===== src/rtl/intpol2_d4_pkg.sv =====
// Shared helpers for the intpol2 sample FIFO: depth derivation, almost-full
// threshold and parameter legality.
package intpol2_d4_pkg;

  function automatic int unsigned fifo_depth(input int unsigned addr_width);
    return 32'd1 << addr_width;
  endfunction

  function automatic int unsigned afull_threshold(input int unsigned depth,
                                                  input int unsigned margin);
    return depth - margin;
  endfunction

  function automatic bit afull_margin_legal(input int unsigned depth,
                                            input int unsigned margin);
    return (margin >= 32'd1) && (margin < depth);
  endfunction

endpackage


===== src/rtl/intpol2_d4_fifo_mem.sv =====
// Simple dual-port sample RAM: one write port, one registered read port.
// The array itself is never reset; only the read register is.
import intpol2_d4_pkg::*;

module intpol2_d4_fifo_mem #(
  parameter int unsigned DATA_WIDTH  = 32,
  parameter int unsigned ADDR_WIDTH  = 4,
  parameter bit          WRITE_FIRST = 1'b0
) (
  input  logic                  clk,
  input  logic                  rst,
  input  logic                  clr,
  input  logic                  we,
  input  logic [ADDR_WIDTH-1:0] waddr,
  input  logic [DATA_WIDTH-1:0] wdata,
  input  logic                  re,
  input  logic [ADDR_WIDTH-1:0] raddr,
  output logic [DATA_WIDTH-1:0] rdata
);

  localparam int unsigned DEPTH = fifo_depth(ADDR_WIDTH);

  logic [DATA_WIDTH-1:0] mem [DEPTH];

  always_ff @(posedge clk) begin
    if (we) mem[waddr] <= wdata;
  end

  // Write-first forwarding is only wanted when reading the slot being written
  // means reading the newest sample (look-ahead read in FWFT mode).
  always_ff @(posedge clk or posedge rst) begin
    if (rst) begin
      rdata <= '0;
    end else if (clr) begin
      rdata <= '0;
    end else if (re) begin
      rdata <= (WRITE_FIRST && we && (waddr == raddr)) ? wdata : mem[raddr];
    end
  end

endmodule


===== src/rtl/intpol2_d4_sample_fifo.sv =====
// Synchronous sample FIFO with Empty/Afull/Full flags, occupancy and sticky
// error flags. Define INTPOL2_FIFO_FWFT_EN for first-word-fall-through reads.
import intpol2_d4_pkg::*;

module intpol2_d4_sample_fifo #(
  parameter int unsigned DATA_WIDTH   = 32,
  parameter int unsigned ADDR_WIDTH   = 4,
  parameter int unsigned AFULL_MARGIN = 2
) (
  input  logic                  clk,
  input  logic                  rst,
  input  logic                  clear,
  input  logic                  Write_Enable,
  input  logic [DATA_WIDTH-1:0] wr_data,
  input  logic                  Read_Enable,
  output logic [DATA_WIDTH-1:0] rd_data,
  output logic                  Empty,
  output logic                  Afull,
  output logic                  Full,
  output logic [ADDR_WIDTH:0]   count,
  output logic                  ovf,
  output logic                  udf
);

  localparam int unsigned DEPTH = fifo_depth(ADDR_WIDTH);
  localparam int unsigned CW    = ADDR_WIDTH + 1;
  localparam logic [CW-1:0] DEPTH_C    = CW'(DEPTH);
  localparam logic [CW-1:0] AFULL_TH_C = CW'(afull_threshold(DEPTH, AFULL_MARGIN));

  if (!afull_margin_legal(DEPTH, AFULL_MARGIN)) begin : g_bad_afull_margin
    $error("intpol2_d4_sample_fifo: AFULL_MARGIN must be in 1..DEPTH-1");
  end

  logic                  rd_acc;
  logic                  wr_acc;
  logic                  rd_go;
  logic                  wr_go;
  logic [CW-1:0]         count_nxt;
  logic [ADDR_WIDTH-1:0] wr_ptr;
  logic [ADDR_WIDTH-1:0] rd_ptr;
  logic [ADDR_WIDTH-1:0] wr_ptr_nxt;
  logic [ADDR_WIDTH-1:0] rd_ptr_nxt;
  logic                  mem_re;
  logic [ADDR_WIDTH-1:0] mem_raddr;

  // Acceptance, pointer and occupancy next-state; clear overrides traffic.
  always_comb begin
    rd_acc     = Read_Enable && !Empty;
    wr_acc     = Write_Enable && (!Full || rd_acc);
    rd_go      = rd_acc && !clear;
    wr_go      = wr_acc && !clear;
    wr_ptr_nxt = wr_ptr;
    rd_ptr_nxt = rd_ptr;
    count_nxt  = count;
    if (clear) begin
      wr_ptr_nxt = '0;
      rd_ptr_nxt = '0;
      count_nxt  = '0;
    end else begin
      if (wr_acc) wr_ptr_nxt = wr_ptr + ADDR_WIDTH'(1);
      if (rd_acc) rd_ptr_nxt = rd_ptr + ADDR_WIDTH'(1);
      case ({wr_acc, rd_acc})
        2'b10:   count_nxt = count + CW'(1);
        2'b01:   count_nxt = count - CW'(1);
        default: count_nxt = count;
      endcase
    end
  end

`ifdef INTPOL2_FIFO_FWFT_EN
  // Look-ahead read keeps the head sample in the read register; a stale
  // value is held once the FIFO drains.
  localparam bit RD_WRITE_FIRST = 1'b1;
  always_comb begin
    mem_re    = !clear && (count_nxt != '0);
    mem_raddr = rd_ptr_nxt;
  end
`else
  localparam bit RD_WRITE_FIRST = 1'b0;
  always_comb begin
    mem_re    = rd_go;
    mem_raddr = rd_ptr;
  end
`endif

  always_ff @(posedge clk or posedge rst) begin
    if (rst) begin
      wr_ptr <= '0;
      rd_ptr <= '0;
      count  <= '0;
      Empty  <= 1'b1;
      Full   <= 1'b0;
      Afull  <= 1'b0;
      ovf    <= 1'b0;
      udf    <= 1'b0;
    end else begin
      wr_ptr <= wr_ptr_nxt;
      rd_ptr <= rd_ptr_nxt;
      count  <= count_nxt;
      Empty  <= (count_nxt == '0);
      Full   <= (count_nxt == DEPTH_C);
      Afull  <= (count_nxt >= AFULL_TH_C);
      if (clear) begin
        ovf <= 1'b0;
        udf <= 1'b0;
      end else begin
        if (Write_Enable && !wr_acc) ovf <= 1'b1;
        if (Read_Enable && !rd_acc)  udf <= 1'b1;
      end
    end
  end

  intpol2_d4_fifo_mem #(
    .DATA_WIDTH  (DATA_WIDTH),
    .ADDR_WIDTH  (ADDR_WIDTH),
    .WRITE_FIRST (RD_WRITE_FIRST)
  ) u_mem (
    .clk   (clk),
    .rst   (rst),
    .clr   (clear),
    .we    (wr_go),
    .waddr (wr_ptr),
    .wdata (wr_data),
    .re    (mem_re),
    .raddr (mem_raddr),
    .rdata (rd_data)
  );

endmodule


===== config.mk =====
export PLATFORM = sky130hd
export DESIGN_NAME = intpol2_d4_sample_fifo
export DESIGN_NICKNAME = d
export VERILOG_FILES = /design/src/rtl/intpol2_d4_pkg.sv /design/src/rtl/intpol2_d4_fifo_mem.sv /design/src/rtl/intpol2_d4_sample_fifo.sv
export SDC_FILE = /design/constraint.sdc
export NUM_CORES = 1
export LEC_CHECK = 0
export BUFFER_PORTS_ARGS = -buffer_cell sky130_fd_sc_hd__buf_2
export CAP_MARGIN = 10
export CORE_MARGIN = 3
export CORE_UTILIZATION = 66
export CTS_CLUSTER_DIAMETER = 60
export CTS_CLUSTER_SIZE = 8
export DETAILED_ROUTE_END_ITERATION = 7
export PLACE_DENSITY = 0.87
export SLEW_MARGIN = 20
export SYNTH_ARGS = -nofsm -noshare
export SYNTH_HDL_FRONTEND = slang
export SYNTH_HIERARCHICAL = 1
export SYNTH_SLANG_ARGS = --single-unit

===== constraint.sdc =====
create_clock -name clk -period 9.5 [get_ports clk]
set_clock_uncertainty 0.15 [all_clocks]
set_input_delay 1.425 -clock clk [delete_from_list [all_inputs] [get_ports clk]]
set_output_delay 1.425 -clock clk [all_outputs]
set_load 0.02 [all_outputs]

# Word level (Yosys, flattened, before mapping)
# Memory sizes are Yosys's and may differ from the RTL's.
# Cells that the tools add are included.
# Widths: inputs -> output; s select.
dict set report totals {
  out_inout_bits 42
  in_bits 37
  mem_bits_ro 0
  reg_bits 50
  ram_bits 512
  latchBits 0
  memories 1
  wordCells 50
}
dict set report op_classes {
  mul 0
  eq_ne 3
  n_mux 14
  reduce_logical 18
  shift 0
  add_sub_neg 4
  bitwise 0
  div_mod_pow 0
  magnitude_cmp 1
}
# name words word_bits rd rd_clocked_by_memory_dff write_ports line
set mem_list {}
lappend mem_list {u_mem.mem 16 32 1 0 1 intpol2_d4_fifo_mem.sv:23} ;# logic [DATA_WIDTH-1:0] mem [DEPTH];
# op count
set ops {}
lappend ops {{$mux 32} 2}
lappend ops {{$mux 4} 4}
lappend ops {{$pmux 5 s2} 1}
lappend ops {{$reduce_bool 2->1} 5}
lappend ops {{$add 4x1->4 const B} 2}
lappend ops {{$logic_and 1x1->1} 6}
lappend ops {{$mux 1} 6}
lappend ops {{$add 5x1->5 const B} 1}
lappend ops {{$eq 5x5->1 const B} 1}
lappend ops {{$ge 5x4->1 const B} 1}
lappend ops {{$logic_not 1->1} 5}
lappend ops {{$logic_not 5->1} 1}
lappend ops {{$mux 5} 1}
lappend ops {{$sub 5x1->5 const B} 1}
lappend ops {{$eq 2x1->1 const B} 1}
lappend ops {{$eq 2x2->1 const B} 1}
lappend ops {{$logic_or 1x1->1} 1}

# Longest topological paths before layout
# Gate-level depths: netlist (run 1).
dict set report logic_depth {
  word_depth 8
  ltp_mapped 12
  ltp_nobuf 11
}

# Hierarchy
# Netlist (run 1), hierarchy kept.
# mod n_inst cells_each seq_area_each_um2 area_each_um2
set by_module_without_submodules {}
lappend by_module_without_submodules {intpol2_d4_fifo_mem 1 1217 16175.5 21179.1}
lappend by_module_without_submodules {intpol2_d4_sample_fifo 1 101 451.7 1012.2}

# Worst setup path before layout (run 1)
# No wires, ideal clock.
dict set report synth_path {
  path_type {input port to flip-flop}
  startpoint {in Read_Enable}
  endpoint {mem u_mem.mem[0][0], enable pin}
  setup_slack_ns 4.025
  path_buffers 0
  setup_time_ns 0.461
  required_time_ns 8.889
  t_arrival_ns 4.864
  path_stages 6
  cell_sequence {nand2b_1 a21boi_1 inv_1 nor2_1 or3b_2 nor3_1}
}
dict set report synth_via {
  elab_chain_len 6
}
# item line
set synth_lines {}
lappend synth_lines {{from (decl)} intpol2_d4_sample_fifo.sv:15} ;# input logic Read_Enable,
lappend synth_lines {{$logic_and 1x1->1} intpol2_d4_sample_fifo.sv:48} ;# rd_acc = Read_Enable && !Empty;
lappend synth_lines {{$logic_or 1x1->1} intpol2_d4_sample_fifo.sv:49} ;# wr_acc = Write_Enable && (!Full || rd_acc);
lappend synth_lines {{$logic_and 1x1->1} intpol2_d4_sample_fifo.sv:49}
lappend synth_lines {{$logic_and 1x1->1} intpol2_d4_sample_fifo.sv:51} ;# wr_go = wr_acc && !clear;
lappend synth_lines {{named net wr_go} intpol2_d4_sample_fifo.sv:37} ;# logic wr_go;
lappend synth_lines {{$mux 1} intpol2_d4_fifo_mem.sv:26} ;# if (we) mem[waddr] <= wdata;
lappend synth_lines {{$mux 1 (not written as such)} intpol2_d4_fifo_mem.sv:26}
lappend synth_lines {{to (decl)} intpol2_d4_fifo_mem.sv:23}
# The timed path passes the listed nets, and every way through them passes these cells.

# Worst setup path after layout (run 1)
dict set report layout_path {
  startpoint {in Read_Enable}
  endpoint {mem u_mem.mem[13][24], enable pin}
}
# The elaborated chain is that of the path after synthesis.

==> out/summary.txt, run 1 <==
HPWL Detailed: 23.8 mm
Vias in the first global route: 12,600
Commonest non-fill, non-tap cell in the layout: edfxtp_1
Global-route wire length before repair: 72.6 mm
Max cap viols: 0
Register area share after synthesis: 74.9%
# diodes: 0
DR DRC count: 0
Non-Filler Instances: 1,937
Clk slew on worst S/H paths: 50 ps
WL/cell: 24.8 um
Global route overflow: 0
Period utilisation layout: 41.5%
CP endpoint kind: flop
DR vias: 12,200
Worst Path Max Fanout: 17
RSZ-0062 raised after global routing: no
Worst Max-Slew Pin Slew: 1160 ps
Top_reg_cell synth: edfxtp_1
Fillers: 1,737
Rows: 66
Vias per cell: 6.30
I/O pin cnt: 79
FMAX: 253 MHz
CTS Buf Count: 80
CTS Root Cell: clkbuf_16
Drt initial violations: 1,197
Post-Syn Area: 22,200 um2
Hold_ws: 324 ps
CP startpoint kind: primary input
Post-synth EDFFs: 512
Peak supply drop: 0.173 mV
CTS tree: done
Net Count, Synth: 1,360
GPL Wtd Cong: 0.785
Postcts setup bufs: 0
Fin crit period: 3950 ps
Tot Pwr: 6.13 mW
Relative slew slack: 22.9%
Ys Warns: 6
Post-CTS Resized: 0
Layout area overhead: 14.7%
Lkg Pwr: 8.64 nW
Largest net degree at the start of global routing: 155
CP Cell Sequence: buf_2 > nand2b_1 > a21boi_1 > inv_1 > nor2_1 > nand3_1 > nor2_4 > buf_4
Final Hold Fails: 0
Ratio of cells with drive above 1 in the final layout: 16.7%
Critical-path top delay cell: nor2_4
Critical Path Max Stage Delay: 660 ps
IO Port Bufs: 78
R2R Setup Slk: 6040 ps
Antenna violations before repair: 0
Final TNS setup: 0 ps
Initial core utilization: 67.5%
Asr flop ratio synth: 8.90%
Max-slew violations: 0
DIE WIDTH: 189 um
Most frequent cells in the layout: edfxtp_1, mux2i_1, nand2_1
Unique masters post-synth: 46
Max Root-Sink Buffers: 3
Antenna-violating nets left: 0
Core ar.: 32,900 um2
Worst Hold Class: reg2reg
Pwr Density: 241 nW/um2
CP Data Required Time: 9590 ps
Final WL: 48.1 mm
Die height: 189 um
Status: finished, final reports clean
Gr usage total: 26.6%
Final setup viols: 0
DR pass1 iterations: 6
Mean Syn Cell Area: 16.8 um2
Yosys reg bits: 562
H-tree levels: 3
Critical Path AT: 4030 ps
Syn Inst Count: 1,318
Clock insertion delay at the later pin of the skew report: 590 ps
Dpl cells: 1,783
Die ar.: 35,900 um2
Final core utilization: 77.4%
Hold bufs inserted after CTS: 0
CTS sink count: 562
Critical path type: in2reg
Nets: 1,473
-- logic make-up after synthesis --
group,count (synthesis),share of synthesized area [%]
adder cells (fa/ha/maj),5,0.282
XOR/XNOR,10,0.395
AO/OA/AOI/OAI,146,4.65
flip-flops,562,74.9
buffers and inverters,78,2.73
AND/OR/NAND/NOR,259,5.38
multiplexers,258,11.6
-- critical path, delay by kind of cell --
kind / cells / cell delay (ps)
and+or+nand+nor: 4 / 1430
AOI/OAI and AO/OA: 1 / 420
buffers and inverters: 3 / 730
-- registers in the layout (all words and copies together) (netlist names) --
signal / count
Afull: 1
Full: 1
wr_ptr: 4
ovf: 1
Empty: 1
mem_raddr: 4
u_mem/rdata: 32
udf: 1
count: 5
u_mem/mem: 512
-- layer usage --
| layer | share of wire (%) | global-route usage [%] | routed length [um] | vias up |
|---|---|---|---|---|
| met5 | 0 | 0 | 0 | - |
| met4 | 2.8 | 11.4 | 1360 | 0 |
| met3 | 7.2 | 4.26 | 3440 | 112 |
| met2 | 51 | 44.8 | 24700 | 582 |
| met1 | 39 | 35.1 | 18600 | 6169 |
| li1 | - | - | - | 5332 |
-- cell type report --
| type | count | area (um2) | share of cell area, % |
|---|---|---|---|
| Clock buffer | 139 | 2250 | 8.86 |
| Timing Repair Buffer | 102 | 756 | 2.97 |
| Tap cell | 442 | 553 | 2.17 |
| Multi-Input combinational cell | 678 | 5100 | 20.0 |
| Clock inverter | 7 | 131 | 0.516 |
| Inverter | 7 | 26.3 | 0.103 |
| Sequential cell | 562 | 16600 | 65.3 |
-- stage by stage --
| step | instance area [um2] | setup WS [ps] |
|---|---|---|
| after global routing | 25500 | 5460 |
| after global placement | 22800 | 5140 |
| final | 25500 | 5550 |
| after detailed placement | 22900 | 5030 |
| after CTS | 25200 | 5580 |
| after floorplan | 22200 | 4020 |
-- worst paths after layout --
path                                              from                     endpoint  cells past startpoint
max                                        Read_Enable  u_mem/mem[13][24]$_DFFE_PP_                      8
min                        u_mem/rdata[19]$_DFFE_PP0P_  u_mem/rdata[19]$_DFFE_PP0P_                      2
max reg2reg                            Empty$_DFF_PP1_  u_mem/mem[13][24]$_DFFE_PP_                      7
min reg2reg                u_mem/rdata[19]$_DFFE_PP0P_  u_mem/rdata[19]$_DFFE_PP0P_                      2
max in group asynchronous                          rst  u_mem/rdata[26]$_DFFE_PP0P_                      2
min in group asynchronous                          rst     mem_raddr[1]$_DFFE_PP0P_                      2
-- power breakdown --
part | internal [mW] | switching, mW
sequential | 2.75 | 0.0596
combinational | 0.272 | 0.393
clock | 1.62 | 1.04
total | 4.64 | 1.49
-- synthesized netlist by cell type, drive strengths merged (2+ instances only) --
library cell  number  area [um2]
a22oi             64         480
nand2b             5        31.3
ha                 5        62.6
or3b               2        17.5
inv                7        26.3
edfxtp           512       15400
nand3             97         485
mux2i            258        2580
dfrtp             49        1230
nor2              28         108
nor4b              2        23.8
o21ai              2        10.0
xnor2              4        35.0
nor2b              3        18.8
a31oi              2        12.5
buf               53         498
nand3b             3        22.5
and2               2        13.8
xor2               6        52.6
a21oi             70         463
nand2            104         390
a211oi             2        15.0
nand4              2        12.5
nor3               7        35.0
clkbuf            18        81.3
nor3b              2        15.0
Power figures use the tool's default switching activity.
==> run 2, diff against run 1 <==
--- a/config.mk
+++ b/config.mk
@@ -8,11 +8,11 @@
 export BUFFER_PORTS_ARGS = -buffer_cell sky130_fd_sc_hd__buf_2
 export CAP_MARGIN = 10
 export CORE_MARGIN = 3
-export CORE_UTILIZATION = 66
+export CORE_UTILIZATION = 61
 export CTS_CLUSTER_DIAMETER = 60
 export CTS_CLUSTER_SIZE = 8
 export DETAILED_ROUTE_END_ITERATION = 7
-export PLACE_DENSITY = 0.87
+export PLACE_DENSITY = 0.82
 export SLEW_MARGIN = 20
 export SYNTH_ARGS = -nofsm -noshare
 export SYNTH_HDL_FRONTEND = slang
==> constraint.sdc (replaced) <==
create_clock -name clk -period 3.9 [get_ports clk]
set_clock_uncertainty 0.15 [all_clocks]
set_input_delay 0.585 -clock clk [delete_from_list [all_inputs] [get_ports clk]]
set_output_delay 0.585 -clock clk [all_outputs]
set_load 0.02 [all_outputs]
==> run 2 against run 1 <==
Compared with the run above: sequential share of layout area fell by 0.23 points; register-to-register slack got worse by 5400 ps; combinational power rose to 2.5 times the previous value; first-iteration DRC count fell by 9.0%; power rose by 140%; critical path type is now reg2reg; critical endpoint is now Full$_DFF_PP0_; largest power group unchanged.
==> out/summary.txt, run 2 (synthesis results as in run 1) <==
# diodes: 0 (unchanged)
Initial core utilization: 62.1% (-5.4 points)
Status: finished, final reports clean
WHS Path Cells: 3 (+1)
Pwr Density: 582 nW/um2 (+140%)
Max cap viols: 0 (unchanged)
Antenna-violating nets left: 0 (unchanged)
Ratio of cells with drive above 1 in the final layout: 17.5% (+0.76 points)
IO Port Bufs: 78 (unchanged)
CP Cell Sequence: nand2b_1 > a21boi_1 > inv_1 > ha_1 > xor2_1 > ha_1 > a21oi_1 > a2bb2oi_1 > o211a_1 > nor3_1 > nor4b_2
Final worst slack: 647 ps (-4910 ps)
Max Root-Sink Buffers: 3 (unchanged)
Critical Path AT: 3600 ps (-430 ps)
Largest reg by FF count: u_mem/mem
Final TNS setup: 0 ps (unchanged)
Max-slew violations: 0 (unchanged)
Most frequent cells in the layout: edfxtp_1, mux2i_1, nand2_1
Post-CTS Resized: 0 (unchanged)
CP endpoint kind: flop
Fin crit period: 3250 ps
Most frequent CP cell: ha_1
Gr usage total: 25.3% (-1.4 points)
H-tree levels: 3 (unchanged)
WL/cell: 24.6 um (-0.78%)
DIE WIDTH: 197 um (+3.9%)
Placed cell area: 23,200 um2 (+1.4%)
Biggest regs: u_mem/mem: 512 flops, u_mem/rdata: 32 flops, count: 5 flops
R2R Setup Slk: 650 ps (-5390 ps)
Layout area overhead: 15.1%
Global-route wire length before repair: 74.2 mm (+2.2%)
Final Hold Fails: 0 (unchanged)
Clk slew on worst S/H paths: 50 ps (about the same)
Die height: 197 um (+3.9%)
Core ar.: 35,700 um2 (+8.7%)
Vias per cell: 6.22 (-1.3%)
FMAX: 307 MHz
Critical Path Max Stage Delay: 380 ps (-280 ps)
Path depth of the worst reg2reg path: 11 (+4)
Worst Path Max Fanout: 11 (-6)
Worst r2r dst: Full$_DFF_PP0_
CP startpoint kind: flop
Delay-heaviest family, CP: compound AO/OA/AOI/OAI gates
Antenna violations before repair: 0 (unchanged)
Final WL: 48.5 mm (+0.96%)
Post-placement setup slack: 469 ps (-4560 ps)
Critical path type: reg2reg
Relative slew slack: 25.4% (+2.5 points)
Drt initial violations: 1,089 (-9.0%)
Period utilisation layout: 83.4%
I/O pin cnt: 79 (unchanged)
Commonest non-fill, non-tap cell in the layout: edfxtp_1
Hold bufs inserted after CTS: 1 (+1)
Worst Hold Class: in2reg
CTS tree: done
Design area: 25,500 um2 (+0.36%)
Setup crit start: Empty$_DFF_PP1_
Vias in the first global route: 12,700 (+0.25%)
Critical-path top delay cell: a21boi_1
Largest net degree at the start of global routing: 72 (-54%)
Global route overflow: 0 (unchanged)
Worst r2r src: Empty$_DFF_PP1_
Tot Pwr: 14.9 mW (+140%)
Peak supply drop: 0.474 mV (+170%)
HPWL Detailed: 26.2 mm (+10%)
DR vias: 12,300 (+0.47%)
Multi-input gate area: 5120 um2 (+0.49%)
Lkg Pwr: 8.68 nW (+0.36%)
Final setup viols: 0 (unchanged)
DR pass1 iterations: 5 (-1)
CTS Root Cell: clkbuf_16
CTS sink count: 562 (unchanged)
Final core utilization: 71.5% (-6.0 points)
HP Start: Read_Enable
Postcts setup bufs: 0 (unchanged)
RSZ-0062 raised after global routing: no
Hold Path End: udf$_DFFE_PP0P_
Register Area: 16,600 um2 (unchanged)
GPL Wtd Cong: 0.805 (+2.5%)
Clock insertion delay at the later pin of the skew report: 600 ps (about the same)
Nets: 1,489 (+1.1%)
Fillers: 2,126 (+22%)
CTS Buf Count: 80 (unchanged)
CP Data Required Time: 4240 ps (-5350 ps)
Worst Path Buf+Inv: 1 (-2)
Largest register FFs: 512 (unchanged)
Rows: 69 (+4.5%)
Worst Max-Slew Pin Slew: 1120 ps (-37.6 ps)
Die ar.: 38,700 um2 (+7.9%)
DR DRC count: 0 (unchanged)
==> run 2: changes by cell type in the layout (fill, tap and decap cells not counted), moves of 2 or more <==
cell / previous run / this run
buf_16: 8 / 0
nor3_4: 0 / 4
buf_4: 14 / 28
nor3_2: 4 / 0
clkinv_8: 1 / 3
buf_12: 2 / 11
==> run 2: worst register-to-register path: stages (launching register included) <==
cell and delay, ps:
dfstp_2 360, nand2b_1 200, a21boi_1 380, inv_1 160, ha_1 350, xor2_1 220, ha_1 260, a21oi_1 90
a2bb2oi_1 160, o211a_1 270, nor3_1 310, nor4b_2 240
==> run 2: metal layers <==
metal	routed length [um]	share of wire, %	GRT usage [%]
met5	0	0	0
met4	1190	2.5	8.34
met3	3660	7.5	4.82
met2	24300	50	41.8
met1	19300	40	34.6
==> run 2: per-stage QoR <==
stage,hold slack (ps),cells
2_1_floorplan,370,1318
3_3_place_gp,323,1825
3_5_place_dp,322,1825
4_1_cts,94.6,1971
5_1_grt,128,1971
6_report,114,1971
==> run 2: area by class of cell <==
| class | instances | share of cell area [%] |
|---|---|---|
| tap | 461 | 2.26 |
| clock buffer | 137 | 8.68 |
| multi-input combinational | 678 | 20.1 |
| clock inverter | 8 | 0.539 |
| timing repair buffer | 118 | 3.25 |
| sequential | 562 | 65.1 |
| inverter | 7 | 0.103 |
==> run 2: worst max path at each step <==
stage	endpoint	slack, ps	cells after the start
final	Full$_DFF_PP0_	650	11
after global routing	Full$_DFF_PP0_	360	11
after CTS	Full$_DFF_PP0_	710	11
after detailed placement	Full$_DFF_PP0_	470	12
after global placement	Full$_DFF_PP0_	630	12
after floorplan	u_mem/mem[1][0]$_DFFE_PP_	140	6
==> run 2: where the power goes <==
| part | total [mW] | switching (mW) | internal (mW) |
|---|---|---|---|
| Sequential | 6.83 | 0.131 | 6.70 |
| Combinational | 1.67 | 0.994 | 0.675 |
| Clock | 6.36 | 2.48 | 3.88 |
| Total | 14.9 | 3.61 | 11.3 |
==> run 3, diff against run 2 <==
==> constraint.sdc (replaced) <==
create_clock -name clk -period 3.1 [get_ports clk]
set_clock_uncertainty 0.15 [all_clocks]
set_input_delay 0.465 -clock clk [delete_from_list [all_inputs] [get_ports clk]]
set_output_delay 0.465 -clock clk [all_outputs]
set_load 0.02 [all_outputs]
==> run 3 against run 2 <==
Compared with the run above: via count up 3.3%; critical endpoint is now u_mem/mem[12][10]$_DFFE_PP_; final area increased by 0.86%; utilization grew 0.62 points; die area is the same; register-to-register slack lost 460 ps; flip-flop and latch count unchanged; power rose by 27%; count of clock-buffer cells in the layout is 2 higher; global-route usage grew 2.0 points; sequential power rose by 25%; routed wire length up 6.8%; clock power grew 28%.
==> out/summary.txt, run 3 (synthesis results as in run 1) <==
Ratio of cells with drive above 1 in the final layout: 18.2% (+0.76 points)
Core ar.: 35,700 um2 (unchanged)
Worst Max-Slew Pin Slew: 934 ps (-185 ps)
Die height: 197 um (unchanged)
Commonest non-fill, non-tap cell in the layout: edfxtp_1
Largest register FFs: 512 (unchanged)
Layout area overhead: 16.1%
Initial core utilization: 62.1% (unchanged)
Antenna-violating nets left: 0 (unchanged)
GPL Wtd Cong: 0.797 (-0.94%)
I/O pin cnt: 79 (unchanged)
Critical path type: in2reg
Max Root-Sink Buffers: 3 (unchanged)
Antenna violations before repair: 0 (unchanged)
Largest net degree at the start of global routing: 73 (+1.4%)
Relative slew slack: 37.6% (+12 points)
Peak supply drop: 0.638 mV (+35%)
CTS tree: done
Final core utilization: 72.1% (+0.62 points)
Period utilisation layout: 95.2%
Vias per cell: 6.36 (+2.3%)
Multi-input gate area: 5130 um2 (about the same)
Tot Pwr: 18.9 mW (+27%)
CP endpoint kind: flop
Worst r2r src: Empty$_DFF_PP1_
Gr usage total: 27.3% (+2.0 points)
Clk slew on worst S/H paths: 50 ps (about the same)
FMAX: 339 MHz
Drt initial violations: 1,132 (+3.9%)
Status: finished, final reports clean
Setup crit start: Read_Enable
Largest reg by FF count: u_mem/mem
Vias in the first global route: 13,300 (+5.0%)
Rows: 69 (unchanged)
Pwr Density: 733 nW/um2 (+26%)
Final setup viols: 0 (unchanged)
RSZ-0062 raised after global routing: no
HP Start: clear
DR DRC count: 0 (unchanged)
DIE WIDTH: 197 um (unchanged)
H-tree levels: 3 (unchanged)
Biggest regs: u_mem/mem: 512 flops, u_mem/rdata: 32 flops, count: 5 flops
DR pass1 iterations: 5 (unchanged)
Hold Path End: wr_ptr[0]$_DFFE_PP0P_
R2R Setup Slk: 190 ps (-460 ps)
Placed cell area: 23,300 um2 (+0.69%)
CP startpoint kind: primary input
DR vias: 12,700 (+3.3%)
CTS Root Cell: clkbuf_16
Max-slew violations: 0 (unchanged)
Die ar.: 38,700 um2 (unchanged)
Register Area: 16,600 um2 (unchanged)
Worst Path Max Fanout: 23 (+12)
Global-route wire length before repair: 79.2 mm (+6.8%)
Lkg Pwr: 8.78 nW (+1.2%)
Postcts setup bufs: 0 (unchanged)
Final WL: 51.8 mm (+6.8%)
CTS sink count: 562 (unchanged)
Max cap viols: 0 (unchanged)
Worst Hold Class: in2reg
# diodes: 0 (unchanged)
Worst r2r dst: u_mem/mem[12][10]$_DFFE_PP_
WL/cell: 26.0 um (+5.7%)
CP Data Required Time: 3200 ps (-1040 ps)
Hold_ws: 70.1 ps (-43.6 ps)
Most frequent cells in the layout: edfxtp_1, mux2i_1, nand2_1
WHS Path Cells: 2 (-1)
Clock insertion delay at the later pin of the skew report: 620 ps (+20 ps)
Design area: 25,800 um2 (+0.86%)
Final Hold Fails: 0 (unchanged)
Path depth of the worst reg2reg path: 8 (-3)
Global route overflow: 0 (unchanged)
Nets: 1,505 (+1.1%)
Critical Path AT: 3050 ps (-550 ps)
Fillers: 2,115 (-0.52%)
Fin crit period: 2950 ps
CTS Buf Count: 80 (unchanged)
HPWL Detailed: 27.7 mm (+5.7%)
IO Port Bufs: 78 (unchanged)
==> run 3: cell types whose count changed in the layout (fill, tap and decap cells not counted), sizes merged <==
cell,previous run,this run
buf,117,131
bufinv,0,1
clkbuf,137,139
clkinv,4,6
dlygate4sd3,1,3
inv,11,9
==> run 3: how the worst max path moves through the flow <==
| stage | slack (ps) | endpoint | depth (start not counted) |
|---|---|---|---|
| after floorplan | -150 | u_mem/mem[5][0]$_DFFE_PP_ | 6 |
| after global placement | 280 | u_mem/mem[12][30]$_DFFE_PP_ | 9 |
| after detailed placement | 170 | u_mem/mem[12][30]$_DFFE_PP_ | 9 |
| after CTS | 230 | u_mem/mem[12][0]$_DFFE_PP_ | 10 |
| after global routing | 30 | u_mem/mem[12][8]$_DFFE_PP_ | 10 |
| final | 150 | u_mem/mem[12][10]$_DFFE_PP_ | 10 |
==> run 3: through the flow <==
step / TNS, ps / cells / worst slack [ps]
global route: 0 / 1990 / 25.4
detailed placement: 0 / 1839 / 172
CTS: 0 / 1990 / 227
floorplan: -45820 / 1318 / -152
finish: 0 / 1990 / 148
global placement: 0 / 1839 / 277
==> run 3: routing by layer <==
layer	wire length, um	GRT usage, %	vias up	share of wire (%)
met5	0	0	-	0
met4	1850	11.2	0	3.6
met3	4430	5.44	160	8.6
met2	25700	45.0	721	50
met1	19900	36.3	6379	38
li1	-	-	5400	-
==> run 3: cell type report <==
class | count | area share, %
clock buffers | 139 | 8.63
clock inverters | 9 | 0.665
inverters | 7 | 0.102
multi-input cells | 678 | 19.9
flip-flops and latches | 562 | 64.6
well taps | 461 | 2.24
repair buffers | 134 | 3.90
==> run 3: timing repair <==
action	in CTS	in global routing
gates resized for setup	0	0
hold buffers	3	0
hold endpoints to repair	51	0
==> run 3: critical path, stage by stage <==
cell,delay [ps]
dlygate4sd3_1,520
buf_2,110
nand2b_1,130
a21boi_2,200
inv_1,110
nor2_1,260
buf_4,190
nand3_1,350
nor3_4,260
buf_4,440
==> run 3: report_power, final <==
group | switching [mW] | internal, mW | total [mW]
logic | 1.32 | 0.847 | 2.16
registers | 0.120 | 8.43 | 8.55
clock network | 3.21 | 4.96 | 8.17
